### config.mk
export PLATFORM = sky130hd
export DESIGN_NAME = fb_port_arbiter_flat
export DESIGN_NICKNAME = d
export VERILOG_FILES = /design/src/rtl/fb_port_if.sv /design/src/rtl/fb_port_arbiter.sv /design/src/flat_wrapper.sv
export SDC_FILE = /design/constraint.sdc
export NUM_CORES = 1
export LEC_CHECK = 0
export ABC_AREA = 1
export BUFFER_PORTS_ARGS = -buffer_cell sky130_fd_sc_hd__buf_2
export CORE_MARGIN = 2
export CORE_UTILIZATION = 25
export DETAILED_ROUTE_END_ITERATION = 16
export GPL_TIMING_DRIVEN = 1
export PLACE_DENSITY = 0.49
export SLEW_MARGIN = 10
export SYNTH_ARGS = -nofsm -noshare
export SYNTH_HDL_FRONTEND = slang
export SYNTH_SLANG_ARGS = --single-unit
### constraint.sdc
create_clock -name clk -period 3.51 [get_ports clk]
set_input_delay 0.5265 -clock clk [delete_from_list [all_inputs] [get_ports clk]]
set_output_delay 0.5265 -clock clk [all_outputs]
set_load 0.01 [all_outputs]
### src/rtl/fb_port_if.sv
// Framebuffer port bundle: scanout read path, posted pixel writes, and RAM command/data.
interface fb_port_if #(
  parameter int ADDR_W = 15,
  parameter int DATA_W = 8
) ();
  logic              display_active;
  logic              rd_req;
  logic [ADDR_W-1:0] rd_addr;
  logic [DATA_W-1:0] rd_data;
  logic              rd_data_valid;
  logic              wr_valid;
  logic              wr_ready;
  logic [ADDR_W-1:0] wr_addr;
  logic [DATA_W-1:0] wr_data;
  logic              mem_en;
  logic              mem_we;
  logic [ADDR_W-1:0] mem_addr;
  logic [DATA_W-1:0] mem_wdata;
  logic [DATA_W-1:0] mem_rdata;

  // Client side: scanout, pixel writer and the RAM data return.
  modport master (
    output display_active, rd_req, rd_addr, wr_valid, wr_addr, wr_data, mem_rdata,
    input  rd_data, rd_data_valid, wr_ready, mem_en, mem_we, mem_addr, mem_wdata
  );

  // Arbiter side.
  modport slave (
    input  display_active, rd_req, rd_addr, wr_valid, wr_addr, wr_data, mem_rdata,
    output rd_data, rd_data_valid, wr_ready, mem_en, mem_we, mem_addr, mem_wdata
  );
endinterface

### src/rtl/fb_port_arbiter.sv
// Single-port framebuffer arbiter: scanout reads always win the RAM slot, pixel
// writes are posted into a small FIFO and drain in read-free cycles. Reads that
// hit a still-buffered write return the newest buffered data.
// WBUF_DEPTH must be a power of two (2 or 4) so pointers wrap naturally.
module fb_port_arbiter #(
  parameter int ADDR_W     = 15,
  parameter int DATA_W     = 8,
  parameter int WBUF_DEPTH = 2,
  parameter bit BLANK_ONLY = 1'b0
) (
  input  logic    clk,
  input  logic    rst,
  fb_port_if.slave bus
);
  localparam int PTR_W = $clog2(WBUF_DEPTH);
  localparam int CNT_W = PTR_W + 1;
  localparam logic [CNT_W-1:0] FULL = CNT_W'(WBUF_DEPTH);

  logic [ADDR_W-1:0] fifo_addr [WBUF_DEPTH];
  logic [DATA_W-1:0] fifo_data [WBUF_DEPTH];
  logic [PTR_W-1:0]  wptr, rptr;
  logic [CNT_W-1:0]  count;

  logic              fifo_empty, accept, drain_ok, do_write, bypass, pop;
  logic              fwd_hit;
  logic [DATA_W-1:0] fwd_data;

  logic              s1_valid, s1_hit, s2_valid, s2_hit;
  logic [DATA_W-1:0] s1_data, s2_data;

  // Handshake and slot decision; an empty FIFO lets an accepted write go straight to RAM.
  always_comb begin
    fifo_empty   = (count == '0);
    bus.wr_ready = (count < FULL) && !rst;
    accept       = bus.wr_valid && bus.wr_ready;
    drain_ok     = !BLANK_ONLY || !bus.display_active;
    do_write     = !bus.rd_req && drain_ok && (!fifo_empty || accept);
    bypass       = do_write && fifo_empty;
    pop          = do_write && !fifo_empty;
  end

  // Forwarding lookup, scanned oldest to newest so the newest match wins.
  always_comb begin
    fwd_hit  = 1'b0;
    fwd_data = '0;
    for (int i = 0; i < WBUF_DEPTH; i++) begin
      if ((CNT_W'(i) < count) && (fifo_addr[rptr + PTR_W'(i)] == bus.rd_addr)) begin
        fwd_hit  = 1'b1;
        fwd_data = fifo_data[rptr + PTR_W'(i)];
      end
    end
  end

  // Posted-write FIFO storage, pointers and occupancy.
  always_ff @(posedge clk or posedge rst) begin
    if (rst) begin
      wptr  <= '0;
      rptr  <= '0;
      count <= '0;
      for (int i = 0; i < WBUF_DEPTH; i++) begin
        fifo_addr[i] <= '0;
        fifo_data[i] <= '0;
      end
    end else begin
      if (accept && !bypass) begin
        fifo_addr[wptr] <= bus.wr_addr;
        fifo_data[wptr] <= bus.wr_data;
        wptr            <= wptr + 1'b1;
      end
      if (pop) begin
        rptr <= rptr + 1'b1;
      end
      count <= count + CNT_W'(accept && !bypass) - CNT_W'(pop);
    end
  end

  // RAM command register: read slot first, then a drained or bypassed write.
  always_ff @(posedge clk or posedge rst) begin
    if (rst) begin
      bus.mem_en    <= 1'b0;
      bus.mem_we    <= 1'b0;
      bus.mem_addr  <= '0;
      bus.mem_wdata <= '0;
    end else begin
      bus.mem_en <= bus.rd_req || do_write;
      bus.mem_we <= do_write;
      if (bus.rd_req) begin
        bus.mem_addr <= bus.rd_addr;
      end else if (do_write) begin
        bus.mem_addr  <= bypass ? bus.wr_addr : fifo_addr[rptr];
        bus.mem_wdata <= bypass ? bus.wr_data : fifo_data[rptr];
      end
    end
  end

  // Read return pipeline: request, RAM access, data capture; forwarded data replaces RAM data.
  always_ff @(posedge clk or posedge rst) begin
    if (rst) begin
      s1_valid          <= 1'b0;
      s1_hit            <= 1'b0;
      s1_data           <= '0;
      s2_valid          <= 1'b0;
      s2_hit            <= 1'b0;
      s2_data           <= '0;
      bus.rd_data_valid <= 1'b0;
      bus.rd_data       <= '0;
    end else begin
      s1_valid          <= bus.rd_req;
      s1_hit            <= bus.rd_req && fwd_hit;
      s1_data           <= fwd_data;
      s2_valid          <= s1_valid;
      s2_hit            <= s1_hit;
      s2_data           <= s1_data;
      bus.rd_data_valid <= s2_valid;
      if (s2_valid) begin
        bus.rd_data <= s2_hit ? s2_data : bus.mem_rdata;
      end
    end
  end
endmodule

### src/flat_wrapper.sv
// flat-port wrapper written by rule: the top's interface ports become plain ports
module fb_port_arbiter_flat 
#(
  parameter int ADDR_W     = 15,
  parameter int DATA_W     = 8,
  parameter int WBUF_DEPTH = 2,
  parameter bit BLANK_ONLY = 1'b0
)
  (clk, rst, bus_display_active, bus_rd_req, bus_rd_addr, bus_wr_valid, bus_wr_addr, bus_wr_data, bus_mem_rdata, bus_rd_data, bus_rd_data_valid, bus_wr_ready, bus_mem_en, bus_mem_we, bus_mem_addr, bus_mem_wdata);
  fb_port_if #(.ADDR_W(ADDR_W), .DATA_W(DATA_W)) bus_i ();
  input  logic clk;
  input  logic rst;
  input wire logic [$bits(bus_i.display_active)-1:0] bus_display_active;
  input wire logic [$bits(bus_i.rd_req)-1:0] bus_rd_req;
  input wire logic [$bits(bus_i.rd_addr)-1:0] bus_rd_addr;
  input wire logic [$bits(bus_i.wr_valid)-1:0] bus_wr_valid;
  input wire logic [$bits(bus_i.wr_addr)-1:0] bus_wr_addr;
  input wire logic [$bits(bus_i.wr_data)-1:0] bus_wr_data;
  input wire logic [$bits(bus_i.mem_rdata)-1:0] bus_mem_rdata;
  output wire logic [$bits(bus_i.rd_data)-1:0] bus_rd_data;
  output wire logic [$bits(bus_i.rd_data_valid)-1:0] bus_rd_data_valid;
  output wire logic [$bits(bus_i.wr_ready)-1:0] bus_wr_ready;
  output wire logic [$bits(bus_i.mem_en)-1:0] bus_mem_en;
  output wire logic [$bits(bus_i.mem_we)-1:0] bus_mem_we;
  output wire logic [$bits(bus_i.mem_addr)-1:0] bus_mem_addr;
  output wire logic [$bits(bus_i.mem_wdata)-1:0] bus_mem_wdata;
  assign bus_i.display_active = bus_display_active;
  assign bus_i.rd_req = bus_rd_req;
  assign bus_i.rd_addr = bus_rd_addr;
  assign bus_i.wr_valid = bus_wr_valid;
  assign bus_i.wr_addr = bus_wr_addr;
  assign bus_i.wr_data = bus_wr_data;
  assign bus_i.mem_rdata = bus_mem_rdata;
  assign bus_rd_data = bus_i.rd_data;
  assign bus_rd_data_valid = bus_i.rd_data_valid;
  assign bus_wr_ready = bus_i.wr_ready;
  assign bus_mem_en = bus_i.mem_en;
  assign bus_mem_we = bus_i.mem_we;
  assign bus_mem_addr = bus_i.mem_addr;
  assign bus_mem_wdata = bus_i.mem_wdata;
  fb_port_arbiter #(.ADDR_W(ADDR_W), .DATA_W(DATA_W), .WBUF_DEPTH(WBUF_DEPTH), .BLANK_ONLY(BLANK_ONLY)) u_core (.clk(clk), .rst(rst), .bus(bus_i));
endmodule
; Word level (Yosys, flattened, before mapping)
; Index checks and enable logic that the tools add are counted.
[word_totals]
reg_bits = 104
inputBits = 51
out_inout_bits = 35
word_cells = 82
[op_classes]
add_sub_neg = 4
order_cmp = 7
n_eq_ne = 2
mux = 27
bitwise_logic = 4
reduce_logical = 19
[op_table]
columns = operator, n
row1 = 15-bit two-way mux, 10
row2 = 8-bit two-way mux, 11
row3 = 30-bit bitwise mux, 1
row4 = 15-bit == test, 2
row5 = 16-bit bitwise mux, 1
row6 = 15-bit demux with 1-bit select, 1
row7 = 1-bit logical AND, 10
row8 = 8-bit demux with 1-bit select, 1
row9 = "2-bit greater-or-equal comparator, second input constant", 3
row10 = 1-bit NOT with 2-bit output, 3
row11 = 1-bit logical NOT, 4
row12 = "1-bit by 2-bit less-than comparator with 1-bit output, first input constant", 2
row13 = "1-bit adder, second input constant", 2
row14 = 2-bit by 1-bit adder with 2-bit output, 1
row15 = 2-bit logical NOT, 1
row16 = 1-bit logical OR, 2
row17 = "2-bit by 1-bit less-than comparator with 1-bit output, second input constant", 1
row18 = "2-bit less-than comparator, second input constant", 1
row19 = 1-bit two-way mux, 2
row20 = 2-bit AND reduction, 1
row21 = 2-bit nonzero test, 1
row22 = 2-bit by 1-bit subtractor with 2-bit output, 1
row23 = 1-bit NOT, 1

; Depth between registers and ports, before layout
[logic_depth]
depth_word = 10
mapped_depth = 14
ltp_nobuf = 12

; Worst setup path after synthesis
; OpenSTA, ideal clock, no wires.
[synth_timing]
path_kind = input -> register
from = input rst
to = register u_core.fifo_data[10] (netlist name)
setup_ns = 0.121
arrival_ns = 1.674
t_required_ns = 3.389
slack_ns = 1.715
stages = 12
n_path_buf = 2
cell_sequence = nor2_2 -> nand2_4 -> nand2_2 -> nand2_4 -> inv_4 -> nand2_4 -> inv_2 -> nor2_8 -> nand2_2 -> buf_6 -> buf_6 -> o21ai_1
[synth_via]
elab_chain_len = 8
[synth_rtl]
columns = item, line
row1 = from (decl), flat_wrapper.sv:12  ; input logic rst;
row2 = 1-bit logical NOT *, fb_port_arbiter.sv:34  ; bus.wr_ready = (count < FULL) && !rst;
row3 = 1-bit logical AND *, fb_port_arbiter.sv:34
row4 = 1-bit logical AND *, fb_port_arbiter.sv:35  ; accept = bus.wr_valid && bus.wr_ready;
row5 = 1-bit logical OR, fb_port_arbiter.sv:37  ; do_write = !bus.rd_req && drain_ok && (!fifo_empty || accept);
row6 = 1-bit logical AND, fb_port_arbiter.sv:37
row7 = 1-bit logical AND, fb_port_arbiter.sv:38  ; bypass = do_write && fifo_empty;
row8 = 1-bit logical NOT, fb_port_arbiter.sv:65  ; if (accept && !bypass) begin
row9 = 1-bit logical AND *, fb_port_arbiter.sv:65
row10 = "to (signal, indexed assignment)", fb_port_arbiter.sv:67  ; fifo_data[wptr] <= bus.wr_data;
row11 = to (decl), fb_port_arbiter.sv:20  ; logic [DATA_W-1:0] fifo_data [WBUF_DEPTH];
; Mark *: on every way between the ends. The rest lies on a longest branch, timed or not.
; A chain may end at the register's enable or synchronous reset.

; Final worst setup path
[layout_timing]
from = register u_core.count[1]
to = register u_core.fifo_addr[20] (netlist name)
[layout_via]
elab_chain_len = 8
word_cells_on_any_way = 10
cone_classes = order compare: 1 / reduce/logical: 9
[layout_rtl]
columns = item, line
row1 = from (decl), fb_port_arbiter.sv:22  ; logic [CNT_W-1:0] count;
row2 = from (signal assigned), fb_port_arbiter.sv:73  ; count <= count + CNT_W'(accept && !bypass) - CNT_W'(pop);
row3 = 2-bit less-than comparator, fb_port_arbiter.sv:34
row4 = 1-bit logical AND, fb_port_arbiter.sv:34
row5 = 1-bit logical AND, fb_port_arbiter.sv:35
row6 = 1-bit logical OR, fb_port_arbiter.sv:37
row7 = 1-bit logical AND, fb_port_arbiter.sv:37
row8 = 1-bit logical AND, fb_port_arbiter.sv:38
row9 = 1-bit logical NOT, fb_port_arbiter.sv:65
row10 = 1-bit logical AND *, fb_port_arbiter.sv:65
row11 = "to (signal, indexed assignment)", fb_port_arbiter.sv:66  ; fifo_addr[wptr] <= bus.wr_addr;
row12 = to (decl), fb_port_arbiter.sv:19  ; logic [ADDR_W-1:0] fifo_addr [WBUF_DEPTH];
; Marks and branches as above.

==> metrics.md <==
| Metric | Value |
|---|---|
| Routability cong. | 0.788 |
| CTS tree | done |
| Via Count | 4647 |
| Clock Path Buffers | 2 |
| Initial DRC Count | 290 |
| Sequential share of the synthesized area | 48.7% |
| Fin util | a little under a third |
| Final setup skew | 0.00898 ns |
| Reg2Reg Setup Slack | between 1 and 1.5 ns |
| Final Max Tran Viols | 0 |
| Die Ht | approximately 150 um |
| Nets | 854 |
| Vias/cell | around 4.3 |
| Post-Place Worst Slack | 0.927 ns |
| R2R cell count | 12 |
| DRC | 0 |
| Post-synth design cell area | 5350 sq um |
| Pin count of the biggest net entering global routing | 105 |
| Mapped Cells | 727 |
| Design Power | 5080 uW |
| Die Area | between 20000 and 25000 sq um |
| Port buffer count | 84 |
| Synth cell count leaders | nand2_1 (286), dfrtp_1 (104), inv_1 (76) |
| Initial antenna violation count | 2 |
| Post-CTS setup buffer count | 0 |
| N_diodes | 0 |
| Netlist cell types | 25 |
| Fillcell total | between 2000 and 2500 |
| Total clock sinks | 104 |
| Pleak | 0.00333 uW |
| Starting Density | 25.4% |
| CP Cell Sequence | nor2_2 > nand2_4 > nand2_2 > nand2_4 > inv_4 > nand2_4 > inv_2 > nor2_8 > nand2_2 > buf_12 > nand2_1 > o21ai_1 |
| Drt total wl | 14800 um |
| GRT Util Overall | 13.6% |
| Total core area | around 21000 sq um |
| FF-to-FF End | u_core.fifo_addr[20] |
| Post-CTS Resized | 0 |
| Tmin final | between 2 and 2.5 ns |
| DRT antenna net count | 0 |
| H-tree lvl count | 3 |
| Setup WS post-layout | ~1.1 ns |
| Delay-heaviest family, CP | simple AND/OR/NAND/NOR gates |
| Crit path max fanout | 29 |
| Post-synth top flop | dfrtp_1 |
| Outcome | finished, final reports clean |
| Site Rows | 53 |
| Required @ worst endpoint | 3.79 ns |
| Fin. Hold Viols | 0 |
| Fraction of registers with async set/reset | 100% |
| Count leader, synth | nand2_1 |
| 1st-pass router iterations | 5 |
| Worst vdd ir | 0.231 mV |
| Area growth syn-to-layout | 18.0% |
| Worst-Margin Slew | 0.708 ns |
| Met1 GRT Util | 20.4% |
| First-pass GRT wire length | about 23000 um |
| #FFs+latches synth | 104 |
| Clk root buf | clkbuf_16 |
| Critical R2R Launch | u_core.count[1] |
| Worst EP arrival | 2.71 ns |
| Slew HR | 52.8% |
| Most Crowded Layer GR | met1 |
| Period utilisation layout | just under 70% |
| Total congestion overflow | 0 |
| RSZ-0062 raised after global routing | false |
| CP Capture Type | register |
| DP HPWL | about 10000 um |
| Number of enable flip-flop cells after synthesis | 0 |
| Critical Path Max Stage Delay | 0.49 ns |
| Yosys top cell area share | 48.7% |
| Hold-fix buffers, CTS | 0 |
| M3 GR Usage | around 2.8% |
| Average cell area after synthesis | approximately 7.4 sq um |
| Area leader, netlist | dfrtp_1 |
| Power per cell area | 806 nW/um^2 |
| Worst skew pair latency | 0.36 ns |
| Crit Path Class | reg2reg |
| Routed wire length per instance | 13.7 um |
| CP most frequent cell | nand2_4 |
| Highest clock rate | 0.412 GHz |
| CP Launch Type | register |
| Die W | 150 um |
| Layout cells sized above 1 | 15.2% |
| Total of max-cap violations | 0 |
| Crit path buffers/inverters | 3 |
| Number of CTS-inserted buffers | 9 |
| M2 GR Usage | a little under 20% |
| Worst hold path class | in2async |
| Clock slew seen by the registers of the worst setup and hold paths | ~0.070 ns |
| Mapped Nets | 780 |
| Number of global-route vias before repair | 4271 |
| Top cells by area, synth | dfrtp_1 (49%), nand2_1 (20%), inv_1 (5.3%) |
| Slowest-stage cell, CP | dfrtp_1 |
| Final-report setup violation count | 0 |
| YS warnings | 0 |
| Setup TNS | 0 ns |
| IO Pins | 86 |
==> cell families (layout without fill, tap and decap cells) <==
| group | Yosys count | in the layout | share of synthesized area (%) |
|---|---|---|---|
| simple gates | 385 | 385 | 29.4 |
| buf+inv | 110 | 188 | 8.66 |
| flops | 104 | 104 | 48.7 |
| compound gates | 123 | 123 | 12.3 |
| xor+xnor | 3 | 3 | 0.492 |
| fa+ha+maj | 2 | 2 | 0.468 |
==> report_power, final <==
part           internal [uW]  total [uW]  switching [uW]
combinational            778        2210            1430
sequential              1620        1920             301
clock                    484         953             469
==> how the worst max path moves through the flow <==
stage                    startpoint                endpoint  slack [ns]  cells after the start
floorplan                       rst  u_core.bus.mem_addr[0]        0.25                      1
global placement                rst    u_core.fifo_addr[17]        0.96                     13
detailed placement              rst    u_core.fifo_addr[20]        0.93                     13
CTS                 u_core.count[1]    u_core.fifo_addr[20]        1.01                     12
global route        u_core.count[1]    u_core.fifo_addr[18]        0.85                     12
finish              u_core.count[1]    u_core.fifo_addr[20]        1.08                     12
==> cell type report <==
type	instances	area, sq um	share of cell area, %
inverters	82	313	4.96
multi-input cells	513	2280	36.1
clock buffers	10	229	3.63
flip-flops and latches	104	2600	41.3
repair buffers	91	498	7.90
clock inverters	5	41.3	0.655
well taps	275	344	5.46
==> layer usage <==
metal / part of all wire (%) / wire [um] / vias up
met5: 0.14 / 21 / -
met4: 1.3 / 198 / 4
met3: 5.0 / 735 / 17
met2: 41 / 6100 / 96
met1: 52 / 7790 / 2078
li1: - / - / 2452
==> layout by cell type, fill, tap and decap left out, types with 5 or more instances in the layout <==
master     netlist  final
nand2_1        286    286
dfrtp_1        104    104
buf_2           14     84
inv_1           76     75
nand3_1         48     48
o21ai_1         46     46
nor2_1          41     41
o21ai_0         35     35
a21oi_1         22     22
a31oi_1          9      9
clkbuf_16        0      9
o211ai_1         6      6
inv_2            5      5
buf_4            0      5
==> through the flow <==
step           cell area, sq um  std cells  hold WS [ns]
2_1_floorplan              5350        727         0.331
3_3_place_gp               6040       1065         0.333
3_5_place_dp               6040       1065         0.335
4_1_cts                    6310       1080         0.349
5_1_grt                    6310       1080         0.351
6_report                   6310       1080         0.216
==> worst register-to-register path: cells and delay by family (launching register included) <==
family / cells / cell delay, ns
compound gates: 1 / 0.07
buf+inv: 3 / 0.64
flops: 1 / 0.49
simple gates: 8 / 1.15
==> state kept, by name, summed over array words and instances, names as in the netlist, 2 cells and up <==
register and cells:
u_core.fifo_addr 30, u_core.fifo_data 16, u_core.bus.mem_addr 15, u_core.bus.mem_wdata 8, u_core.bus.rd_data 8, u_core.s1_data 8, u_core.s2_data 8, u_core.count 2
(Power assumes the default switching activity.)
